[src/rtl/admo_ex_stage_pkg.sv]
// Shared constants for the execute stage: data width and ALU op codes.
// Also provides the op-code legality check used by the stage.
package admo_ex_stage_pkg;

   localparam int DATA_WIDTH = 32;

   localparam logic [3:0] ALU_ADD = 4'd0;
   localparam logic [3:0] ALU_SUB = 4'd1;
   localparam logic [3:0] ALU_AND = 4'd2;
   localparam logic [3:0] ALU_OR  = 4'd3;
   localparam logic [3:0] ALU_XOR = 4'd4;

   function automatic logic alu_op_legal(input logic [3:0] op);
      return (op == ALU_ADD) || (op == ALU_SUB) || (op == ALU_AND) ||
             (op == ALU_OR)  || (op == ALU_XOR);
   endfunction

endpackage

[src/rtl/admo_alu.sv]
// Combinational ALU. Arithmetic wraps modulo 2^DATA_WIDTH; carry is discarded.
module admo_alu
   import admo_ex_stage_pkg::*;
(
   input  logic [DATA_WIDTH-1:0] alu_a,
   input  logic [DATA_WIDTH-1:0] alu_b,
   input  logic [3:0]            alu_op,
   output logic [DATA_WIDTH-1:0] alu_y
);

   always_comb begin
      alu_y = '0;
      case (alu_op)
         ALU_ADD: alu_y = alu_a + alu_b;
         ALU_SUB: alu_y = alu_a - alu_b;
         ALU_AND: alu_y = alu_a & alu_b;
         ALU_OR:  alu_y = alu_a | alu_b;
         ALU_XOR: alu_y = alu_a ^ alu_b;
         default: alu_y = '0;
      endcase
   end

endmodule

[src/rtl/admo_ex_stage.sv]
// Execute stage: forwarding and operand muxes, ALU, and a single output register
// bank toward memory with a valid/ready handshake on both sides.
module admo_ex_stage
   import admo_ex_stage_pkg::*;
#(
   parameter int REG_AW = 5,
   parameter int FWD_EN = 1
) (
   input  logic                  clk,
   input  logic                  rst,
   input  logic                  flush,
   input  logic                  id_valid,
   output logic                  id_ready,
   input  logic [3:0]            id_alu_op,
   input  logic [REG_AW-1:0]     id_rs1_addr,
   input  logic [REG_AW-1:0]     id_rs2_addr,
   input  logic [DATA_WIDTH-1:0] id_rs1_data,
   input  logic [DATA_WIDTH-1:0] id_rs2_data,
   input  logic [DATA_WIDTH-1:0] id_imm,
   input  logic [DATA_WIDTH-1:0] id_pc,
   input  logic                  id_use_imm,
   input  logic                  id_use_pc,
   input  logic [REG_AW-1:0]     id_rd,
   input  logic                  id_rd_we,
   input  logic                  wb_we,
   input  logic [REG_AW-1:0]     wb_rd,
   input  logic [DATA_WIDTH-1:0] wb_data,
   output logic                  ex_valid,
   input  logic                  mem_ready,
   output logic [DATA_WIDTH-1:0] ex_result,
   output logic [REG_AW-1:0]     ex_rd,
   output logic                  ex_rd_we,
   output logic                  ex_zero,
   output logic                  ex_illegal
);

   logic                  ex_valid_q,  ex_valid_d;
   logic [DATA_WIDTH-1:0] ex_result_q, ex_result_d;
   logic [REG_AW-1:0]     ex_rd_q,     ex_rd_d;
   logic                  ex_rd_we_q,  ex_rd_we_d;
   logic                  ex_zero_q,   ex_zero_d;
   logic                  ex_illegal_q, ex_illegal_d;

   logic                  accept;
   logic                  op_legal;
   logic [DATA_WIDTH-1:0] op_a, op_b, alu_y;

   logic [REG_AW-1:0]     rs_addr  [2];
   logic [DATA_WIDTH-1:0] rs_data  [2];
   logic [DATA_WIDTH-1:0] fwd_data [2];

   assign rs_addr[0] = id_rs1_addr;
   assign rs_addr[1] = id_rs2_addr;
   assign rs_data[0] = id_rs1_data;
   assign rs_data[1] = id_rs2_data;

   // x0 is never forwarded; the held EX result outranks the writeback port.
   for (genvar gi = 0; gi < 2; gi++) begin : g_fwd
      logic ex_hit, wb_hit;
      assign ex_hit = (FWD_EN != 0) && (rs_addr[gi] != '0) && ex_valid_q &&
                      ex_rd_we_q && (ex_rd_q == rs_addr[gi]);
      assign wb_hit = (FWD_EN != 0) && (rs_addr[gi] != '0) && wb_we &&
                      (wb_rd == rs_addr[gi]);
      assign fwd_data[gi] = ex_hit ? ex_result_q :
                            wb_hit ? wb_data     : rs_data[gi];
   end

   assign op_a     = id_use_pc  ? id_pc  : fwd_data[0];
   assign op_b     = id_use_imm ? id_imm : fwd_data[1];
   assign op_legal = alu_op_legal(id_alu_op);

   admo_alu u_alu (
      .alu_a  (op_a),
      .alu_b  (op_b),
      .alu_op (id_alu_op),
      .alu_y  (alu_y)
   );

   assign id_ready = flush | ~ex_valid_q | mem_ready;
   assign accept   = id_valid & id_ready & ~flush;

   always_comb begin
      ex_valid_d   = ex_valid_q;
      ex_result_d  = ex_result_q;
      ex_rd_d      = ex_rd_q;
      ex_rd_we_d   = ex_rd_we_q;
      ex_zero_d    = ex_zero_q;
      ex_illegal_d = ex_illegal_q;
      if (flush) begin
         ex_valid_d = 1'b0;
      end else if (accept) begin
         ex_valid_d   = 1'b1;
         ex_result_d  = op_legal ? alu_y : '0;
         ex_rd_d      = id_rd;
         ex_rd_we_d   = id_rd_we & op_legal & (id_rd != '0);
         ex_zero_d    = op_legal ? (alu_y == '0) : 1'b1;
         ex_illegal_d = ~op_legal;
      end else if (mem_ready) begin
         ex_valid_d = 1'b0;
      end
   end

   always_ff @(posedge clk) begin
      if (rst) begin
         ex_valid_q   <= 1'b0;
         ex_result_q  <= '0;
         ex_rd_q      <= '0;
         ex_rd_we_q   <= 1'b0;
         ex_zero_q    <= 1'b0;
         ex_illegal_q <= 1'b0;
      end else begin
         ex_valid_q   <= ex_valid_d;
         ex_result_q  <= ex_result_d;
         ex_rd_q      <= ex_rd_d;
         ex_rd_we_q   <= ex_rd_we_d;
         ex_zero_q    <= ex_zero_d;
         ex_illegal_q <= ex_illegal_d;
      end
   end

   assign ex_valid   = ex_valid_q;
   assign ex_result  = ex_result_q;
   assign ex_rd      = ex_rd_q;
   assign ex_rd_we   = ex_rd_we_q;
   assign ex_zero    = ex_zero_q;
   assign ex_illegal = ex_illegal_q;

endmodule
[config.mk]
export PLATFORM = sky130hd
export DESIGN_NAME = admo_ex_stage
export DESIGN_NICKNAME = d
export VERILOG_FILES = /design/src/rtl/admo_ex_stage_pkg.sv /design/src/rtl/admo_alu.sv /design/src/rtl/admo_ex_stage.sv
export SDC_FILE = /design/constraint.sdc
export NUM_CORES = 1
export LEC_CHECK = 0
export CAP_MARGIN = 20
export CORE_MARGIN = 2
export CORE_UTILIZATION = 35
export DETAILED_ROUTE_END_ITERATION = 6
export MAX_ROUTING_LAYER = met4
export PLACE_DENSITY = 0.64
export SYNTH_ARGS = -nofsm -noshare
export SYNTH_HDL_FRONTEND = slang
export SYNTH_SLANG_ARGS = --single-unit
[constraint.sdc]
create_clock -name clk -period 8.1 [get_ports clk]
set_input_delay 1.62 -clock clk [delete_from_list [all_inputs] [get_ports clk]]
set_output_delay 1.62 -clock clk [all_outputs]
set_load 0.05 [all_outputs]
==> results of run 1 <==
==> worst paths after layout <==
kind	startpoint	to	cells past startpoint
hold reg to reg	ex_rd_we	ex_rd_we	2
hold / removal	ex_rd_we	ex_rd_we	2
setup / recovery	id_rs2_addr[2]	ex_zero	23
setup reg to reg	ex_rd[0]	ex_zero	22
==> layout by cell type (no fill, tap or decap), drive strengths merged, types with 12 or more instances in the layout <==
cell / netlist / routed
and3: 15 / 15
mux2i: 37 / 37
dfxtp: 41 / 41
xor2: 15 / 15
o21ai: 50 / 50
buf: 20 / 43
nand4: 12 / 12
nand2b: 15 / 15
a22oi: 19 / 19
o31a: 21 / 21
ha: 96 / 96
nor2: 132 / 132
a21oi: 109 / 109
o211ai: 12 / 12
a31oi: 13 / 13
nor3: 19 / 19
inv: 72 / 73
clkdlybuf4s50: 0 / 231
nand2: 89 / 89
nand3: 15 / 15
a211oi: 80 / 80
a21o: 13 / 13
xnor2: 57 / 57
==> final cells by class <==
| cell class | count | area, um2 | share of cell area |
|---|---|---|---|
| sequential | 41 | 820.8 | 0.07532 |
| tap | 285 | 356.6 | 0.03272 |
| multi-input combinational | 932 | 6614 | 0.6069 |
| clock inverter | 3 | 68.82 | 0.006315 |
| inverter | 72 | 270.3 | 0.02480 |
| timing repair buffer | 275 | 2643 | 0.2425 |
| clock buffer | 5 | 125.1 | 0.01148 |
==> per-stage QoR <==
stage / std cells / hold slack, ns / power (mW) / setup WS, ns / utilization
final: 1613 / 0.4888 / 1.240 / 0.4780 / 0.4858
after global routing: 1613 / 0.5186 / 1.315 / 0.07120 / 0.4858
after CTS: 1612 / 0.4946 / 1.230 / 0.3339 / 0.4826
after detailed placement: 1604 / 0.4845 / 0.9366 / 0.06373 / 0.4740
after global placement: 1604 / 0.4802 / 0.9344 / 0.1042 / 0.4740
after floorplan: 1119 / 0.6857 / 0.6807 / 1.408 / -
==> cell families (layout without fill, tap and decap cells) <==
kind of cell | after synthesis | count (layout) | share of synthesized area
AO/OA/AOI/OAI | 385 | 386 | 0.3338
AND/OR/NAND/NOR | 339 | 339 | 0.2056
buffers and inverters | 147 | 355 | 0.07531
adder cells (fa/ha/maj) | 97 | 97 | 0.1541
XOR/XNOR | 72 | 72 | 0.07957
flip-flops | 41 | 41 | 0.1036
multiplexers | 38 | 38 | 0.04815
==> flip-flops by register name, indices dropped and copies added (netlist names) <==
register,cells
ex_zero,1
ex_illegal,1
ex_rd,5
ex_valid,1
ex_result,32
ex_rd_we,1
==> power by group <==
part           switching (mW)  internal, mW
clock                   0.110         0.178
sequential             0.0161         0.214
combinational           0.403         0.319
total                   0.529         0.711
==> critical path: cells and delay by family <==
| family | cells | cell delay, ns |
|---|---|---|
| and+or+nand+nor | 11 | 3.24 |
| AOI/OAI and AO/OA | 8 | 1.94 |
| buffers and inverters | 1 | 0.48 |
| adders and majority gates | 1 | 0.35 |
| xor gates and xnor gates | 1 | 0.16 |
| muxes | 1 | 0.10 |
==> layer usage <==
layer / GRT usage / vias to the layer above
li1: - / 4512
met1: 0.3566 / 4441
met2: 0.4741 / 372
met3: 0.03586 / 45
met4: 0.06746 / 0
met5: - / -
==> qor.csv, run 1 <==
metric;value;unit
status;completed;
tns;0;ns
cp-start-kind;input pin;
yosys.cell_count.top_type;nor2_1;
crit_chain;clkdlybuf4s50_1, or4_4, o211a_2, and3_1, a211oi_1, o31a_1, and3_1, nor4b_4, a31oi_1, xnor2_1, ha_1, or2_2, a21o_1, o211ai_1, nand2b_1, a21oi_1, mux2i_1, nor3_1, nand2_1, nor4_2, nand4_1, nor4_2, a41o_1;
placed_area;10630;um2
synthToLayoutAreaGrowth;37.51;%
gp_congestion;0.9959;
ctsHtreeMaxLevel;2;
antenna_found_initial;0;
numCtsBuffers;5;
dr.pass1.iters;6;
ant_nets;0;
design_area;10900;um2
overflow;0;
tightest_slew;0.8027;ns
avgSynthCellArea;7.082;um2
diodes;0;
grt_max_degree;57;
required;8.36;ns
peakVddDrop;0.07411;mV
postSynth.asyncResetShare;0;
slew_headroom;0.4649;
rows;55;
yosysWarnings;0;
numClockSinks;41;
holdBufCountCts;0;
worst_path_largest_cell_delay;0.63;ns
synth_nets;1409;
p_leak;4.509;nW
first_iter_violations;742;
fin_nets;1617;
layout-drive-gt1-share;0.07455;
slew_viol_final;0;
start_util;0.3533;
maxClockFrequency;0.1312;GHz
wl_met3;2060;um
final_hold_viol_count;0;
clock_latency;0.31;ns
clock_skew;0.009993;ns
fill_cells;2247;
yosys.area.top_type;ha_1;
port_buffers;234;
die_x;154.5;um
grt_pass1_vias;9300;
end_kind;flop;
max_cap_violations;0;
synthDistinctLibCells;81;
crit_type;in2reg;
drc;0;
grtUsageTotal;0.2806;
synth_ff_type;dfxtp_1;
synth_seq_area_share;0.1036;
synth_common_cells;nor2_1 (131), a21oi_1 (105), ha_1 (96);
hold_class;reg2reg;
die_area;23860;um2
finalSetupViolations;0;
syn_inst;1119;
synth_area_leaders;ha_1 (15%), dfxtp_1 (10%), a211oi_1 (7.6%);
cts_repair_resize_count;0;
synth_edf_count;0;
ys_ff_latch;41;
topRoutingLayerUsed;met4;
avgRoutedWirePerCell;20.86;um
via_per_inst;5.809;
period_minus_slack;7.622;ns
cts_tree;yes;
drt_wl_total;33660;um
post_cts_buffers;0;
wl_met1;15010;um
synthDominantCellAreaShare;0.1516;
worstPathMaxFanout;13;
post-route-period-util;0.9410;
regToRegSetupSlack;1.97;ns
clkTransAtPathRegs;0.08;ns
dp.final_hpwl;25810;um
pin_count;235;
rsz0062_at_grt;false;
cp.arrival;7.89;ns
core;22430;um2
met2WireLength;15870;um
power_per_cell_area;113.8;nW/um2
vias;9370;
root_buffer;clkbuf_16;
crit_path_top_delay_cell;or4_4;
grt_first_pass_wirelength;52050;um
max-clock-path-buffers;2;
die_h;154.5;um
synth_area;7925;um2
No activity file was read; power rests on OpenSTA's default activity.
==> inputs of run 2 (changes only) <==
--- a/config.mk
+++ b/config.mk
@@ -8,6 +8,7 @@
 export CAP_MARGIN = 20
 export CORE_MARGIN = 2
 export CORE_UTILIZATION = 35
+export CTS_CLUSTER_SIZE = 30
 export DETAILED_ROUTE_END_ITERATION = 6
 export MAX_ROUTING_LAYER = met4
 export PLACE_DENSITY = 0.64
==> results of run 2 <==
Final layout, timing and power as in run 1 (identical DEF).
==> RTL edit (config.mk and constraints of run 1) <==
`ex_result_q` no longer has a reset.
--- a/src/rtl/admo_ex_stage.sv
+++ b/src/rtl/admo_ex_stage.sv
@@ -103,19 +103,21 @@
    always_ff @(posedge clk) begin
       if (rst) begin
          ex_valid_q   <= 1'b0;
-         ex_result_q  <= '0;
          ex_rd_q      <= '0;
          ex_rd_we_q   <= 1'b0;
          ex_zero_q    <= 1'b0;
          ex_illegal_q <= 1'b0;
       end else begin
          ex_valid_q   <= ex_valid_d;
-         ex_result_q  <= ex_result_d;
          ex_rd_q      <= ex_rd_d;
          ex_rd_we_q   <= ex_rd_we_d;
          ex_zero_q    <= ex_zero_d;
          ex_illegal_q <= ex_illegal_d;
       end
+   end
+
+   always_ff @(posedge clk) begin
+      ex_result_q <= ex_result_d;
    end
 
    assign ex_valid   = ex_valid_q;
Function: changed (a bounded check fails within 4 cycles, from zero or initial values and one cycle with rst high).
==> RTL edit against run 1 <==
- wire length down 1.1%
- maximum frequency down 3.1%
- largest cell class unchanged
- design area up 3.0%
- hold slack worse by 2.9 ps
- total power down 0.83%
- cell count up 1.3%
- sequential power up 13%
- combinational power up 3.9%
- critical path depth up 1
- core utilization up 2.7 points
- worst setup slack worse by 240 ps
- critical endpoint unchanged
- sequential cell count unchanged
- synthesized area down 1.2%
==> RTL edit: results <==
group,metric,value,unit
place,dp_slack,-226,ps
yosys,synthAdderAreaFrac,0.156,
worst_setup_path,critPathMaxFanout,11,
global_route,grt_pass1_wl,50800,um
layout,num-nonclk-buffers,332,
yosys,ys_seq_area_frac,0.146,
layout,inv_count,109,
layout,multi_input_comb_cells,864,
layout,layout.nets,1643,
global_route,use_met2,0.464,
worst_setup_path,crit_path_top_delay_cell,"or4_1",
yosys,synth_compound_area_frac,0.275,
pwr,powerDensity,110,mW/mm2
floorplanning,rows,54,
routing,wl_met3,1980,um
yosys,synth_area_leaders,"ha_1, edfxtp_1, nor2_1, a211oi_1, xnor2_1",
layout,sh_seq_area,0.102,
yosys,synth_edf_count,32,
global_route,met3_usage,0.0341,
routing,drt_iter0_markers,658,
routing,wl_per_cell,20.4,um
worst_setup_path,cp.arrival,8080,ps
layout,nClkBuffers,6,
place,gp_congestion,0.976,
pwr,peakVddDrop,74.6,uV
sta,worst_slew_pin_slew,747,ps
routing,wl_met1,15000,um
yosys,synth-xor-area-share,0.0806,
global_route,track_usage,0.280,
routing,viasPerCell,5.63,
yosys,synthFlopType,"edfxtp_1",
global_route,grt_max_degree,43,
run_status,status,"complete, no violations",
layout,drive_gt1_frac,0.103,
layout,multiInputGateArea,0.00612,mm2
routing,wl_met2,15600,um
yosys,avgSynthCellArea,7.23,um2
-- RTL edit: changes by cell type after synthesis, moves of 10 or more --
cell and change:
a22oi_1 -16, inv_1 +38, a211oi_1 -15, a221oi_1 +13, edfxtp_1 +32, and3_1 -12
nor3_1 +29, o21ai_0 -16, nand2_1 -20, o31a_1 +18, dfxtp_1 -32, o21ai_1 +10
a21oi_1 -17
-- RTL edit: timing repair --
action | CTS | global route
setup endpoints to repair | 0 | 1
resized for setup | 0 | 18
buffers inserted | 0 | 3
-- RTL edit: report_power, final --
group | internal [uW] | switching (uW)
logic | 343 | 407
clock network | 114 | 106
registers | 246 | 13.3
-- RTL edit: worst paths after layout --
path	slack, ps	from	end
max	230	id_rs2_addr[0]	ex_zero
min reg2reg	490	ex_illegal	ex_illegal
max reg2reg	1790	ex_valid	ex_zero
min	490	ex_illegal	ex_illegal
